### config.mk
export PLATFORM = sky130hd
export DESIGN_NAME = pixel_queue
export DESIGN_NICKNAME = d
export VERILOG_FILES = /design/src/rtl/pixel_queue.sv
export SDC_FILE = /design/constraint.sdc
export NUM_CORES = 1
export LEC_CHECK = 0
export BUFFER_PORTS_ARGS = -buffer_cell sky130_fd_sc_hd__buf_2
export CORE_MARGIN = 10
export CORE_UTILIZATION = 60
export CTS_CLUSTER_DIAMETER = 30
export DETAILED_ROUTE_END_ITERATION = 6
export PLACE_DENSITY = 0.87
export SYNTH_ARGS = -nofsm -noshare
export SYNTH_HDL_FRONTEND = slang
export SYNTH_SLANG_ARGS = --single-unit
### constraint.sdc
create_clock -name clk -period 11.2 [get_ports clk]
set_input_delay 1.12 -clock clk [delete_from_list [all_inputs] [get_ports clk]]
set_output_delay 1.12 -clock clk [all_outputs]
set_load 0.05 [all_outputs]
### src/rtl/pixel_queue.sv
// Elastic FIFO between the packet generator and the I2C readout: dedups consecutive
// identical pixels, presents the oldest entry first-word-fall-through, tracks loss.
module pixel_queue #(
    parameter int ADDR_W = 4,
    parameter bit DEDUP  = 1'b1
) (
    input  logic              clk,
    input  logic              rst,
    input  logic              flush,
    input  logic              push,
    input  logic [7:0]        x_in,
    input  logic [7:0]        y_in,
    input  logic [2:0]        color_in,
    input  logic              pop,
    output logic              head_valid,
    output logic [7:0]        head_x,
    output logic [7:0]        head_y,
    output logic [2:0]        head_color,
    output logic [ADDR_W:0]   count,
    output logic              full,
    output logic [7:0]        drop_cnt,
    output logic              overflow,
    output logic              underflow
);
    localparam int DEPTH = 2 ** ADDR_W;
    localparam logic [ADDR_W:0] FULL_CNT = {1'b1, {ADDR_W{1'b0}}};

    logic [18:0]       mem_q [DEPTH];
    logic [ADDR_W-1:0] wr_ptr_q, wr_ptr_d, rd_ptr_q, rd_ptr_d;
    logic [ADDR_W:0]   count_q, count_d;
    logic [7:0]        drop_cnt_q, drop_cnt_d;
    logic              overflow_q, overflow_d, underflow_q, underflow_d;
    logic [18:0]       last_q, last_d;
    logic              last_valid_q, last_valid_d;

    logic [18:0] entry, rd_entry;
    logic        is_dup, not_full, is_empty, do_pop, do_push, do_drop;

    always_comb begin
        entry    = {color_in, y_in, x_in};
        is_empty = (count_q == '0);
        not_full = (count_q != FULL_CNT);
        is_dup   = DEDUP && last_valid_q && (entry == last_q);
        do_pop   = pop && !is_empty;
        // A pop in the same cycle frees the slot, so a full queue still accepts.
        do_push  = push && !is_dup && (not_full || do_pop);
        do_drop  = push && !is_dup && !not_full && !do_pop;
    end

    always_comb begin
        wr_ptr_d     = wr_ptr_q;
        rd_ptr_d     = rd_ptr_q;
        count_d      = count_q;
        drop_cnt_d   = drop_cnt_q;
        overflow_d   = overflow_q;
        underflow_d  = underflow_q;
        last_d       = last_q;
        last_valid_d = last_valid_q;
        if (flush) begin
            wr_ptr_d     = '0;
            rd_ptr_d     = '0;
            count_d      = '0;
            last_valid_d = 1'b0;
        end else begin
            if (do_push) begin
                wr_ptr_d     = wr_ptr_q + 1'b1;
                last_d       = entry;
                last_valid_d = 1'b1;
            end
            if (do_pop)
                rd_ptr_d = rd_ptr_q + 1'b1;
            if (pop && is_empty)
                underflow_d = 1'b1;
            if (do_drop) begin
                overflow_d = 1'b1;
                if (drop_cnt_q != 8'hFF)
                    drop_cnt_d = drop_cnt_q + 8'd1;
            end
            if (do_push && !do_pop)
                count_d = count_q + 1'b1;
            else if (do_pop && !do_push)
                count_d = count_q - 1'b1;
        end
    end

    always_ff @(posedge clk) begin
        if (rst) begin
            wr_ptr_q     <= '0;
            rd_ptr_q     <= '0;
            count_q      <= '0;
            drop_cnt_q   <= '0;
            overflow_q   <= 1'b0;
            underflow_q  <= 1'b0;
            last_q       <= '0;
            last_valid_q <= 1'b0;
        end else begin
            wr_ptr_q     <= wr_ptr_d;
            rd_ptr_q     <= rd_ptr_d;
            count_q      <= count_d;
            drop_cnt_q   <= drop_cnt_d;
            overflow_q   <= overflow_d;
            underflow_q  <= underflow_d;
            last_q       <= last_d;
            last_valid_q <= last_valid_d;
        end
    end

    always_ff @(posedge clk) begin
        if (!rst && !flush && do_push)
            mem_q[wr_ptr_q] <= entry;
    end

    always_comb begin
        rd_entry   = is_empty ? '0 : mem_q[rd_ptr_q];
        head_valid = !is_empty;
        head_x     = rd_entry[7:0];
        head_y     = rd_entry[15:8];
        head_color = rd_entry[18:16];
        count      = count_q;
        full       = !not_full;
        drop_cnt   = drop_cnt_q;
        overflow   = overflow_q;
        underflow  = underflow_q;
    end
endmodule

### Yosys cells after proc, flatten, opt, wreduce, memory -nomap -nowiden

Memories as Yosys holds them, arrays and structs flattened. A register that Yosys moved wholly into a read port is not among the register bits.
Cells that the tools add are included.

| word-level totals | value |
|---|---|
| input bits | 24 |
| memories | 1 |
| word-level logic and storage cells | 51 |
| RAM bits | 304 |
| output and inout port bits | 36 |
| bits in registers | 43 |

| cells by class | value |
|---|---|
| reduce and logical (&&, ||, !) cells | 26 |
| bitwise operators | 1 |
| muxes and demuxes | 7 |
| equal/unequal tests | 3 |
| add/subtract/negate cells | 5 |

Memory list:

| memory | words | width | read ports | clocked after memory_dff | wr ports | RTL line | RTL |
|---|---|---|---|---|---|---|---|
| mem_q | 16 | 19 | 1 | 1 | 1 | 28 | `logic [18:0] mem_q [DEPTH];` |

Operator list:

| cell | count |
|---|---|
| 19-bit equality test | 1 |
| 19-bit two-way mux | 1 |
| 1-bit logical AND | 11 |
| 5-bit two-way mux | 2 |
| 4-bit by 1-bit adder with 4-bit output, second input constant | 2 |
| 8-bit by 1-bit adder with 8-bit output, second input constant | 1 |
| 4-bit two-way mux | 2 |
| 8-bit != test, second input constant | 1 |
| 1-bit zero test | 7 |
| 2-bit AND reduction | 3 |
| 5-bit by 1-bit adder with 5-bit output, second input constant | 1 |
| 5-bit zero test | 1 |
| 5-bit != test, second input constant | 1 |
| 5-bit by 1-bit subtractor with 5-bit output, second input constant | 1 |
| 3-bit AND reduction | 1 |
| 1-bit two-way mux | 2 |
| 2-bit nonzero test | 1 |
| 2-bit OR reduction | 1 |
| 1-bit logical OR | 1 |
| 1-bit inverter | 1 |

### Logic depth before layout (Yosys ltp)

Gate-level depths: netlist of the first run.

| depth | value |
|---|---|
| depth after elaboration | 9 |
| depth in mapped cells | 15 |
| mapped depth without buffers | 14 |

### Worst setup path after synthesis of the first run

OpenSTA, ideal clock, no wires.

| path | value |
|---|---|
| kind | input -> register |
| start point | in y_in[2] |
| end point | mem mem_q[0][0], enable pin |
| data arrival time | 3.952 ns |
| path slack | 6.804 ns |
| library setup time | 0.444 ns |
| stages on the path | 7 |
| buffers on the path | 1 |
| cells stage by stage | xor2_1 > nor4_1 > and3_1 > a21oi_1 > nand2_1 > clkbuf_1 > nor4_1 |

| between the ends | value |
|---|---|
| cells in the longest elaborated chain, start to end | 8 |

RTL lines:

| element | RTL line | RTL |
|---|---|---|
| from (decl) | 12 | `input logic [7:0] y_in,` |
| 19-bit equality test | 43 | `is_dup = DEDUP && last_valid_q && (entry == last_q);` |
| 1-bit logical AND | 43 |  |
| 1-bit zero test | 46 | `do_push = push && !is_dup && (not_full \|\| do_pop);` |
| 1-bit logical AND (2 in series) | 46 |  |
| 1-bit logical AND | 109 | `if (!rst && !flush && do_push)` |
| 1-bit two-way mux | 109 |  |
| 1-bit two-way mux (implied by the code) | 110 | `mem_q[wr_ptr_q] <= entry;` |
| to (decl) | 28 |  |

No other way between the ends.

==> reports/results.txt, run 1 <==
slowest stage delay, CP = 830 ps
final worst slack = 6290 ps
largest net degree at the start of global routing = 63
clk root buf = clkbuf_16
Req. time, crit path = 10,080 ps
Ports = 60
Pins Over Slew Limit = 0
post-cts resize count = 0
core box area = 23,300 sq um
CTS H-tree depth = 2
most common cell after layout, fill and taps aside = edfxtp_1
skew final = 17.6 ps
synth unique cells = 43
Post-DRT Antenna Nets = 0
Peak supply drop = 0.000144 V
CTS tree = built
commonest cells after routing, fill and taps aside = 304 x edfxtp_1, 95 x mux4_2, 59 x buf_2, 48 x clkbuf_16, 47 x nand2b_1
proportion of netlist area held by the largest area contributor = 64.6%
endpoints failing setup = 0
RSZ-0062 raised after global routing = false
total track usage = 21.7%
Worst EP arrival = 3790 ps
syn_area_per_cell = 19.2 sq um
Max Freq = 204 MHz
clock sink count = 351
fin crit period = 4910 ps
status = finished clean
Worst-Skew Late Latency = 540 ps
Die X = 174 um
Crit path max-delay family = multiplexers
Pwr per Cell Area = 196 nW/um^2
Crit. End Element = primary output
Worst Min Path Start = overflow
post-synth design cell area = 14,100 sq um
Cell Count, Final, Fillers Out = 1,187
Post-DP HPWL = 17,700 um
Inst Count DP = 1,101
CTS buffer count = 47
Max-Slew Margin vs Limit = 19.1%
Max Cap Viol = 0
TritonRoute pass-1 iters = 5
cell area after layout = 16,500 sq um
Final Cycle Share = 43.9%
Min-Delay Path Class = register to register
Mapped Nets = 772
Worst-path clk slew = 50 ps
post-route DRC violation count = 0
Post CTS Setup Buffer Count = 0
DR WL/cell = 27.5 um
maximum fanout along the worst path = 40
Post-synth EDFFs = 304
Synth warnings = 0
worst-margin pin slew = 1210 ps
CP Class = register to primary output
post-synthesis async set-or-reset flop share = 0%
Mapped Cells = 737
total power = 3.23 mW
initial antenna violation count = 2
Reg2Reg Launch Point = count[0]
R2R Setup Slk = 7480 ps
dpl ws = 6650 ps
number of global-route vias before repair = 7,992
setup TNS = 0 ps
grt ovf = 0
Final GP Congestion = 0.846
critical path's slowest cell = dfxtp_4
Nets = 866
DR vias = 7,556
row count = 56
initial DRC count = 975
instance area after placement = 14,900 sq um
global-route wire length before repair = 49,400 um
die area = 30,100 sq um
share of cells above drive strength 1 = 32.8%
hold path endpoint = overflow
ranking of synthesized cells by area = edfxtp_1 65%, mux4_2 15%, dfxtp_1 6.7%, nand2b_1 2.1%, mux2i_1 1.6%
final hold slack = 439 ps
Synth Flop Type = edfxtp_1
Final Hold Vio Count = 0
area delta synth->final = 16.6%
Buf/Inv on CP = 2
Die Height = 174 um
most frequent cell on the critical path = mux4_2
depth of the worst hold-timing path = 2
fin util = 70.7%
CTS max path bufs = 3
CP Cell Sequence = buf_4, mux4_2, mux4_2, and2_1, buf_2
reg-to-reg endpoint = count[4]
port bufs = 59
hold-fix buffers at CTS = 0
DR vias/cell = 6.37
post-synth top area cell = edfxtp_1
initial core utilization = 60.6%
worst r2r path cells = 11
Worst setup SP type = register
Static Leakage = 5.41 nW
drt total wl = 32,700 um
Seq/Total Area, Yosys = 71.2%
register bit total from synthesis = 351
-- state kept, by name, summed over array words and instances, names as in the netlist, named ones only --
| signal | flops |
|---|---|
| overflow | 1 |
| wr_ptr_q | 4 |
| mem_q | 304 |
| count | 5 |
| last_q | 19 |
| last_valid_q | 1 |
| rd_ptr_q | 4 |
| drop_cnt | 8 |
| underflow | 1 |
-- report_power, final --
part	total, mW	internal [mW]	switching (mW)
clock	1.45	0.887	0.563
combinational	0.326	0.107	0.220
sequential	1.45	1.43	0.0200
-- how the worst max path moves through the flow --
stage	to	startpoint	cells after the start	slack (ps)
6_report	head_x[5]	register	5	6290
5_1_grt	head_x[5]	register	5	6050
4_1_cts	head_x[5]	register	5	6190
3_5_place_dp	mem_q[11][14]	y_in[2]	8	6650
3_3_place_gp	head_x[5]	register	5	6790
2_1_floorplan	mem_q[0][0]	y_in[2]	7	6800
-- cell families (layout without fill, tap and decap cells) --
kind of cell | after synthesis | in the layout | share of synthesized area, %
AO/OA/AOI/OAI | 22 | 22 | 0.982
XOR/XNOR | 26 | 26 | 1.61
adder cells (fa/ha/maj) | 11 | 11 | 1.03
buffers and inverters | 45 | 175 | 1.36
flip-flops | 351 | 351 | 71.2
multiplexers | 124 | 124 | 17.2
other | 0 | 1 | 0
AND/OR/NAND/NOR | 158 | 158 | 6.57
-- synthesized netlist by cell type (2+ instances only) --
| cell | n |
|---|---|
| nor4b_1 | 3 |
| mux4_2 | 95 |
| mux2_2 | 6 |
| ha_1 | 10 |
| mux2i_1 | 22 |
| nand3_1 | 8 |
| nor2b_1 | 6 |
| or3_1 | 3 |
| edfxtp_1 | 304 |
| nor3_1 | 14 |
| dfxtp_1 | 47 |
| nand2_1 | 10 |
| nand2b_1 | 47 |
| and3_1 | 3 |
| inv_1 | 8 |
| xnor2_1 | 10 |
| nand4_1 | 3 |
| nor2_1 | 21 |
| and2_1 | 21 |
| clkbuf_1 | 24 |
| a21o_1 | 2 |
| buf_2 | 10 |
| nor4_1 | 12 |
| o21ai_0 | 3 |
| a21oi_1 | 12 |
| xor2_1 | 16 |
-- area by class of cell --
| class | instances | area (sq um) |
|---|---|---|
| Timing Repair Buffer | 82 | 468 |
| Multi-Input combinational cell | 341 | 3960 |
| Fill cell | 1280 | 6840 |
| Antenna cell | 1 | 2.50 |
| Inverter | 8 | 30.0 |
| Sequential cell | 351 | 10100 |
| Clock inverter | 28 | 285 |
| Clock buffer | 57 | 1260 |
| Tap cell | 319 | 399 |
-- worst register-to-register path: stages (launching register included) --
cell and delay [ps]:
dfxtp_1 380, nor4_4 440, nand2_1 720, nand2_1 460
ha_1 240, inv_1 100, fa_1 420, a21o_1 170
a21oi_1 170, xnor2_1 100, or3_1 310, a21oi_1 140
-- routing by layer --
layer	part of all wire, %	global-route usage, %	vias to the layer above	wire length, um
li1	-	-	3148	-
met1	37	27.4	3847	12200
met2	50	35.6	473	16300
met3	9.6	5.12	86	3140
met4	3.2	8.84	2	1040
met5	0.024	0	-	8
Power figures use the tool's default switching activity.
==> run 2: changes to the inputs <==
==> constraint.sdc (replaced) <==
create_clock -name clk -period 4.63 [get_ports clk]
set_input_delay 0.463 -clock clk [delete_from_list [all_inputs] [get_ports clk]]
set_output_delay 0.463 -clock clk [all_outputs]
set_load 0.05 [all_outputs]
==> run 2 against run 1 <==
- cell area rose by 1.8%
- flip-flop and latch count unchanged
- non-clock buffer count rose by 9
- global-route usage grew 1.5 points
- worst hold slack worse by 180 ps
- via count is 2.6% higher
- clock skew up 0.54 ps
- register-to-register slack lost 6200 ps
- setup slack lost 5300 ps
- critical endpoint unchanged
==> reports/results.txt, run 2 (synthesis results as in run 1) <==
Worst setup SP type = register (unchanged)
Nets = 876 (was 866)
worst-margin pin slew = 1200 ps (was 1210 ps)
Final GP Congestion = 0.822 (was 0.846)
Final Hold Vio Count = 0 (unchanged)
Crit path max-delay family = multiplexers (unchanged)
max FFs per register = 304 (unchanged)
drt total wl = 34,500 um (was 32,700 um)
slowest stage delay, CP = 740 ps (was 830 ps)
most common cell after layout, fill and taps aside = edfxtp_1 (unchanged)
fin crit period = 3640 ps
commonest cells after routing, fill and taps aside = 304 x edfxtp_1, 95 x mux4_2, 59 x buf_2, 49 x clkbuf_16, 47 x nand2b_1 (was 304 x edfxtp_1, 95 x mux4_2, 59 x buf_2, 48 x clkbuf_16, 47 x nand2b_1)
CTS buffer count = 48 (was 47)
Post-DRT Antenna Nets = 0 (unchanged)
Crit. End Element = primary output (unchanged)
total track usage = 23.1% (was 21.7%)
cell area after layout = 16,800 sq um (was 16,500 sq um)
Max Cap Viol = 0 (unchanged)
Post CTS Setup Buffer Count = 0 (unchanged)
CP Class = register to primary output (unchanged)
Largest Register = mem_q (unchanged)
Max-Slew Margin vs Limit = 19.7% (was 19.1%)
CTS tree = built (unchanged)
critical path's slowest cell = dfxtp_4 (unchanged)
Final Cycle Share = 78.6%
initial core utilization = 60.6% (unchanged)
maximum fanout along the worst path = 33 (was 40)
Worst-Skew Late Latency = 540 ps (about the same)
initial DRC count = 940 (was 975)
Post-DP HPWL = 18,100 um (was 17,700 um)
post-route DRC violation count = 0 (unchanged)
most frequent cell on the critical path = mux4_2 (unchanged)
status = finished clean (unchanged)
Pwr per Cell Area = 486 nW/um^2 (was 196 nW/um^2)
Worst Min Path Start = flush (was overflow)
clk root buf = clkbuf_16 (unchanged)
skew final = 18.1 ps (was 17.6 ps)
core box area = 23,300 sq um (unchanged)
hold-fix buffers at CTS = 0 (unchanged)
CTS H-tree depth = 2 (unchanged)
Pins Over Slew Limit = 0 (unchanged)
global-route wire length before repair = 52,500 um (was 49,400 um)
endpoints failing setup = 0 (unchanged)
share of cells above drive strength 1 = 34.4% (was 32.8%)
DR WL/cell = 28.8 um (was 27.5 um)
instance area after placement = 15,100 sq um (was 14,900 sq um)
DR vias = 7,749 (was 7,556)
post-cts resize count = 0 (unchanged)
met1 WL = 12,200 um (about the same)
die area = 30,100 sq um (unchanged)
Buf/Inv on CP = 2 (unchanged)
Peak supply drop = 0.000434 V (was 0.000144 V)
max layer used = met5 (unchanged)
setup TNS = 0 ps (unchanged)
initial antenna violation count = 2 (unchanged)
DR vias/cell = 6.46 (was 6.37)
R2R Setup Slk = 1280 ps (was 7480 ps)
Worst EP arrival = 3180 ps (was 3790 ps)
port bufs = 59 (unchanged)
Die Height = 174 um (unchanged)
clock sink count = 351 (unchanged)
area delta synth->final = 18.7% (was 16.6%)
CP Cell Sequence = buf_12, mux4_2, mux4_2, and2_1, buf_2 (was buf_4, mux4_2, mux4_2, and2_1, buf_2)
Ports = 60 (unchanged)
Max Freq = 275 MHz
Min-Delay Path Class = input pin to register (was register to register)
CTS max path bufs = 3 (unchanged)
fin util = 72.0% (was 70.7%)
Reg2Reg Launch Point = last_q[4] (was count[0])
number of global-route vias before repair = 8,262 (was 7,992)
grt ovf = 0 (unchanged)
TritonRoute pass-1 iters = 7 (was 5)
Die X = 174 um (unchanged)
met3 WL post-DR = 3670 um (was 3140 um)
Req. time, crit path = 4170 ps (was 10,080 ps)
largest net degree at the start of global routing = 77 (was 63)
Static Leakage = 5.54 nW (was 5.41 nW)
row count = 56 (unchanged)
RSZ-0062 raised after global routing = false (unchanged)
Worst-path clk slew = 60 ps (was 50 ps)
routed wl met2 = 17,000 um (was 16,300 um)
==> run 2: power by group <==
| part | internal [mW] | leakage, nW | switching (mW) | total, mW |
|---|---|---|---|---|
| clock | 2.38 | 0.817 | 1.47 | 3.85 |
| sequential | 3.46 | 3.12 | 0.0482 | 3.51 |
| combinational | 0.267 | 1.60 | 0.538 | 0.805 |
==> run 2: cell type report <==
class,count,area [sq um]
clock buffer,54,1270
sequential,351,10100
fill,1258,6540
tap,319,399
clock inverter,34,444
inverter,8,30.0
multi-input combinational,341,3960
timing repair buffer,91,598
antenna,1,2.50
==> run 2: metrics by stage <==
step | hold slack (ps) | cells | total power, mW | setup WS, ps
2_1_floorplan | 454 | 737 | 4.14 | 891
3_3_place_gp | 431 | 1110 | 4.35 | 1080
3_5_place_dp | 448 | 1110 | 4.37 | 995
4_1_cts | 231 | 1198 | 8.19 | 920
5_1_grt | 295 | 1198 | 8.37 | 812
6_report | 256 | 1199 | 8.16 | 989
==> run 2: worst paths after layout <==
path / to / cells after the start
max: head_x[5] / 5
min: last_valid_q / 3
max reg2reg: count[4] / 14
min reg2reg: overflow / 2
==> run 2: per-layer routing <==
layer	global-route usage [%]	up-vias
li1	-	3169
met3	5.45	139
met1	28.7	3909
met2	37.9	530
met4	11.0	2
met5	0	-
==> run 2: tightest hold or removal path, cell delays in order <==
cell and delay, ps:
buf_2 110, nor2_1 70, o21a_1 100
==> run 3: changes to the inputs <==
--- a/config.mk
+++ b/config.mk
@@ -5,6 +5,7 @@
 export SDC_FILE = /design/constraint.sdc
 export NUM_CORES = 1
 export LEC_CHECK = 0
+export ABC_AREA = 1
 export BUFFER_PORTS_ARGS = -buffer_cell sky130_fd_sc_hd__buf_2
 export CORE_MARGIN = 10
 export CORE_UTILIZATION = 60
==> constraint.sdc (replaced) <==
create_clock -name clk -period 3.8 [get_ports clk]
set_input_delay 0.38 -clock clk [delete_from_list [all_inputs] [get_ports clk]]
set_output_delay 0.38 -clock clk [all_outputs]
set_load 0.05 [all_outputs]
==> run 3 against run 2 <==
- register-to-register slack got worse by 870 ps
- clock skew fell by 2.7 ps
- highest routed layer unchanged
- global-route usage grew 1.4 points
- cell area is 0.93% higher
- clock-buffer cell count is 5 higher
- synthesized cell count increased by 65%
- wire length grew 12%
- critical endpoint is now head_y[1]
==> reports/results.txt, run 3 <==
clock sink count = 351 (unchanged)
worst-margin pin slew = 962 ps (was 1200 ps)
CP Class = register to primary output (unchanged)
final hold slack = 108 ps (was 256 ps)
Static Leakage = 5.99 nW (was 5.54 nW)
Max-Slew Margin vs Limit = 35.8% (was 19.7%)
Synth Flop Type = edfxtp_1 (unchanged)
grt ovf = 0 (unchanged)
Peak supply drop = 0.000464 V (was 0.000434 V)
initial core utilization = 61.1% (was 60.6%)
proportion of netlist area held by the largest area contributor = 63.5% (was 64.6%)
Seq/Total Area, Yosys = 70.0% (was 71.2%)
drt total wl = 38,500 um (was 34,500 um)
largest net degree at the start of global routing = 153 (was 77)
DR vias/cell = 6.37 (was 6.46)
Final Cycle Share = 91.5%
DR vias = 10,500 (was 7,749)
Worst EP arrival = 3100 ps (was 3180 ps)
area delta synth->final = 17.9% (was 18.7%)
RSZ-0062 raised after global routing = false (unchanged)
DR WL/cell = 23.3 um (was 28.8 um)
share of cells above drive strength 1 = 17.8% (was 34.4%)
skew final = 15.4 ps (was 18.1 ps)
endpoints failing setup = 0 (unchanged)
number of global-route vias before repair = 10,300 (was 8,262)
most common cell after layout, fill and taps aside = edfxtp_1 (unchanged)
Worst setup SP type = register (unchanged)
instance area after placement = 15,100 sq um (about the same)
Final GP Congestion = 0.830 (was 0.822)
Pins Over Slew Limit = 0 (unchanged)
cell area after layout = 16,900 sq um (was 16,800 sq um)
post-synth design cell area = 14,400 sq um (was 14,100 sq um)
CTS max path bufs = 3 (unchanged)
post-synth top area cell = edfxtp_1 (unchanged)
fin util = 72.0% (about the same)
setup TNS = 0 ps (unchanged)
critical path's slowest cell = buf_4 (was dfxtp_4)
Die Height = 175 um (was 174 um)
Ports = 60 (unchanged)
Crit path max-delay family = buffers and inverters (was multiplexers)
synth unique cells = 36 (was 43)
ranking of synthesized cells by area = edfxtp_1 64%, dfxtp_1 6.5%, nor2_1 5.7%, o21ai_0 4.9%, o221ai_1 3.0% (was edfxtp_1 65%, mux4_2 15%, dfxtp_1 6.7%, nand2b_1 2.1%, mux2i_1 1.6%)
Post-synth EDFFs = 304 (unchanged)
status = finished clean (unchanged)
clk root buf = clkbuf_16 (unchanged)
max FFs per register = 304 (unchanged)
Pwr per Cell Area = 610 nW/um^2 (was 486 nW/um^2)
CTS buffer count = 53 (was 48)
top cells by count, synth = 304 x edfxtp_1, 219 x nor2_1, 140 x o21ai_0, 104 x nand2_1, 58 x inv_1 (was 304 x edfxtp_1, 95 x mux4_2, 47 x dfxtp_1, 47 x nand2b_1, 24 x clkbuf_1)
post-synthesis async set-or-reset flop share = 0% (unchanged)
most numerous cell in the Yosys netlist = edfxtp_1 (unchanged)
Nets = 1,327 (was 876)
Min-Delay Path Class = input pin to register (unchanged)
Crit. End Element = primary output (unchanged)
TritonRoute pass-1 iters = 5 (was 7)
Mapped Nets = 1,251 (was 772)
initial DRC count = 1,575 (was 940)
Cell Count, Final, Fillers Out = 1,657 (was 1,199)
CTS tree = built (unchanged)
port bufs = 59 (unchanged)
CTS H-tree depth = 2 (unchanged)
Post-DP HPWL = 19,800 um (was 18,100 um)
fill count = 1,426 (was 1,258)
Synth warnings = 0 (unchanged)
Post CTS Setup Buffer Count = 0 (unchanged)
Inst Count DP = 1,556 (was 1,110)
die area = 30,500 sq um (was 30,100 sq um)
maximum fanout along the worst path = 76 (was 33)
hold-fix buffers at CTS = 0 (unchanged)
global-route wire length before repair = 58,700 um (was 52,500 um)
Die X = 175 um (was 174 um)
total track usage = 24.5% (was 23.1%)
initial antenna violation count = 3 (was 2)
fin crit period = 3480 ps
Post-DRT Antenna Nets = 0 (unchanged)
Max Cap Viol = 0 (unchanged)
Worst-path clk slew = 50 ps (was 60 ps)
row count = 56 (unchanged)
register bit total from synthesis = 351 (unchanged)
Max Freq = 288 MHz
slowest stage delay, CP = 670 ps (was 740 ps)
CP Cell Sequence = buf_4, o21ai_0, o221ai_1, nand3_1, a21oi_1, buf_2 (was buf_12, mux4_2, mux4_2, and2_1, buf_2)
Buf/Inv on CP = 2 (unchanged)
post-cts resize count = 0 (unchanged)
Largest Register = mem_q (unchanged)
post-route DRC violation count = 0 (unchanged)
core box area = 23,500 sq um (was 23,300 sq um)
Req. time, crit path = 3420 ps (was 4170 ps)
Final Hold Vio Count = 0 (unchanged)
syn_area_per_cell = 11.8 sq um (was 19.2 sq um)
commonest cells after routing, fill and taps aside = 304 x edfxtp_1, 203 x nor2_1, 140 x o21ai_0, 104 x nand2_1, 59 x buf_2 (was 304 x edfxtp_1, 95 x mux4_2, 59 x buf_2, 49 x clkbuf_16, 47 x nand2b_1)
Mapped Cells = 1,216 (was 737)
Worst-Skew Late Latency = 560 ps (was 540 ps)
==> run 3: cell families (layout without fill, tap and decap cells) <==
family,count (synthesis),after routing,synth area share [%]
AO/OA/AOI/OAI,316,316,12.8
XOR/XNOR,11,11,0.670
adder cells (fa/ha/maj),11,11,1.01
buffers and inverters,131,252,3.99
flip-flops,351,351,70.0
other,0,1,0
AND/OR/NAND/NOR,396,396,11.4
==> run 3: power breakdown <==
group / switching [mW] / total [mW] / leakage (nW) / internal [mW]
Combinational: 0.818 / 1.06 / 1.96 / 0.246
Sequential: 0.0254 / 4.24 / 3.12 / 4.22
Clock: 1.87 / 5.02 / 0.913 / 3.15
Total: 2.72 / 10.3 / 5.99 / 7.61
==> run 3: final cells by class <==
type	count	area, sq um	share of cell area [%]
Sequential cell	351	10100	59.5
Multi-Input combinational cell	734	3770	22.3
Clock buffer	59	1410	8.33
Timing Repair Buffer	92	593	3.50
Clock inverter	41	465	2.75
Tap cell	319	399	2.36
Inverter	60	228	1.34
Antenna cell	1	2.50	0.0148
==> run 3: metrics by stage <==
| stage | total power [mW] | setup WS [ps] |
|---|---|---|
| after detailed placement | 5.35 | 317 |
| after global placement | 5.32 | 498 |
| after floorplan | 5.03 | 644 |
| final | 10.3 | 323 |
| after global routing | 10.6 | 248 |
| after CTS | 10.3 | 412 |
==> run 3: routing by layer <==
| layer | routed length (um) | global-route usage, % | up-vias | share of wire, % |
|---|---|---|---|---|
| met5 | 21 | 0 | - | 0.054 |
| met4 | 1700 | 12.2 | 4 | 4.4 |
| met3 | 4900 | 5.37 | 154 | 13 |
| met2 | 18200 | 39.1 | 817 | 47 |
| met1 | 13700 | 31.2 | 5009 | 36 |
| li1 | - | - | 4564 | - |
==> run 3: worst min-delay path, stage by stage <==
cell and delay [ps]:
buf_2 100, a31oi_1 80, nor2_1 70
==> run 3: path summary, 6_finish.rpt <==
kind | startpoint | endpoint | slack, ps | depth (start not counted)
setup / recovery | register | head_y[1] | 320 | 6
hold reg to reg | overflow | overflow | 450 | 2
setup reg to reg | last_q[12] | count[4] | 410 | 18
hold / removal | pop | underflow | 110 | 3
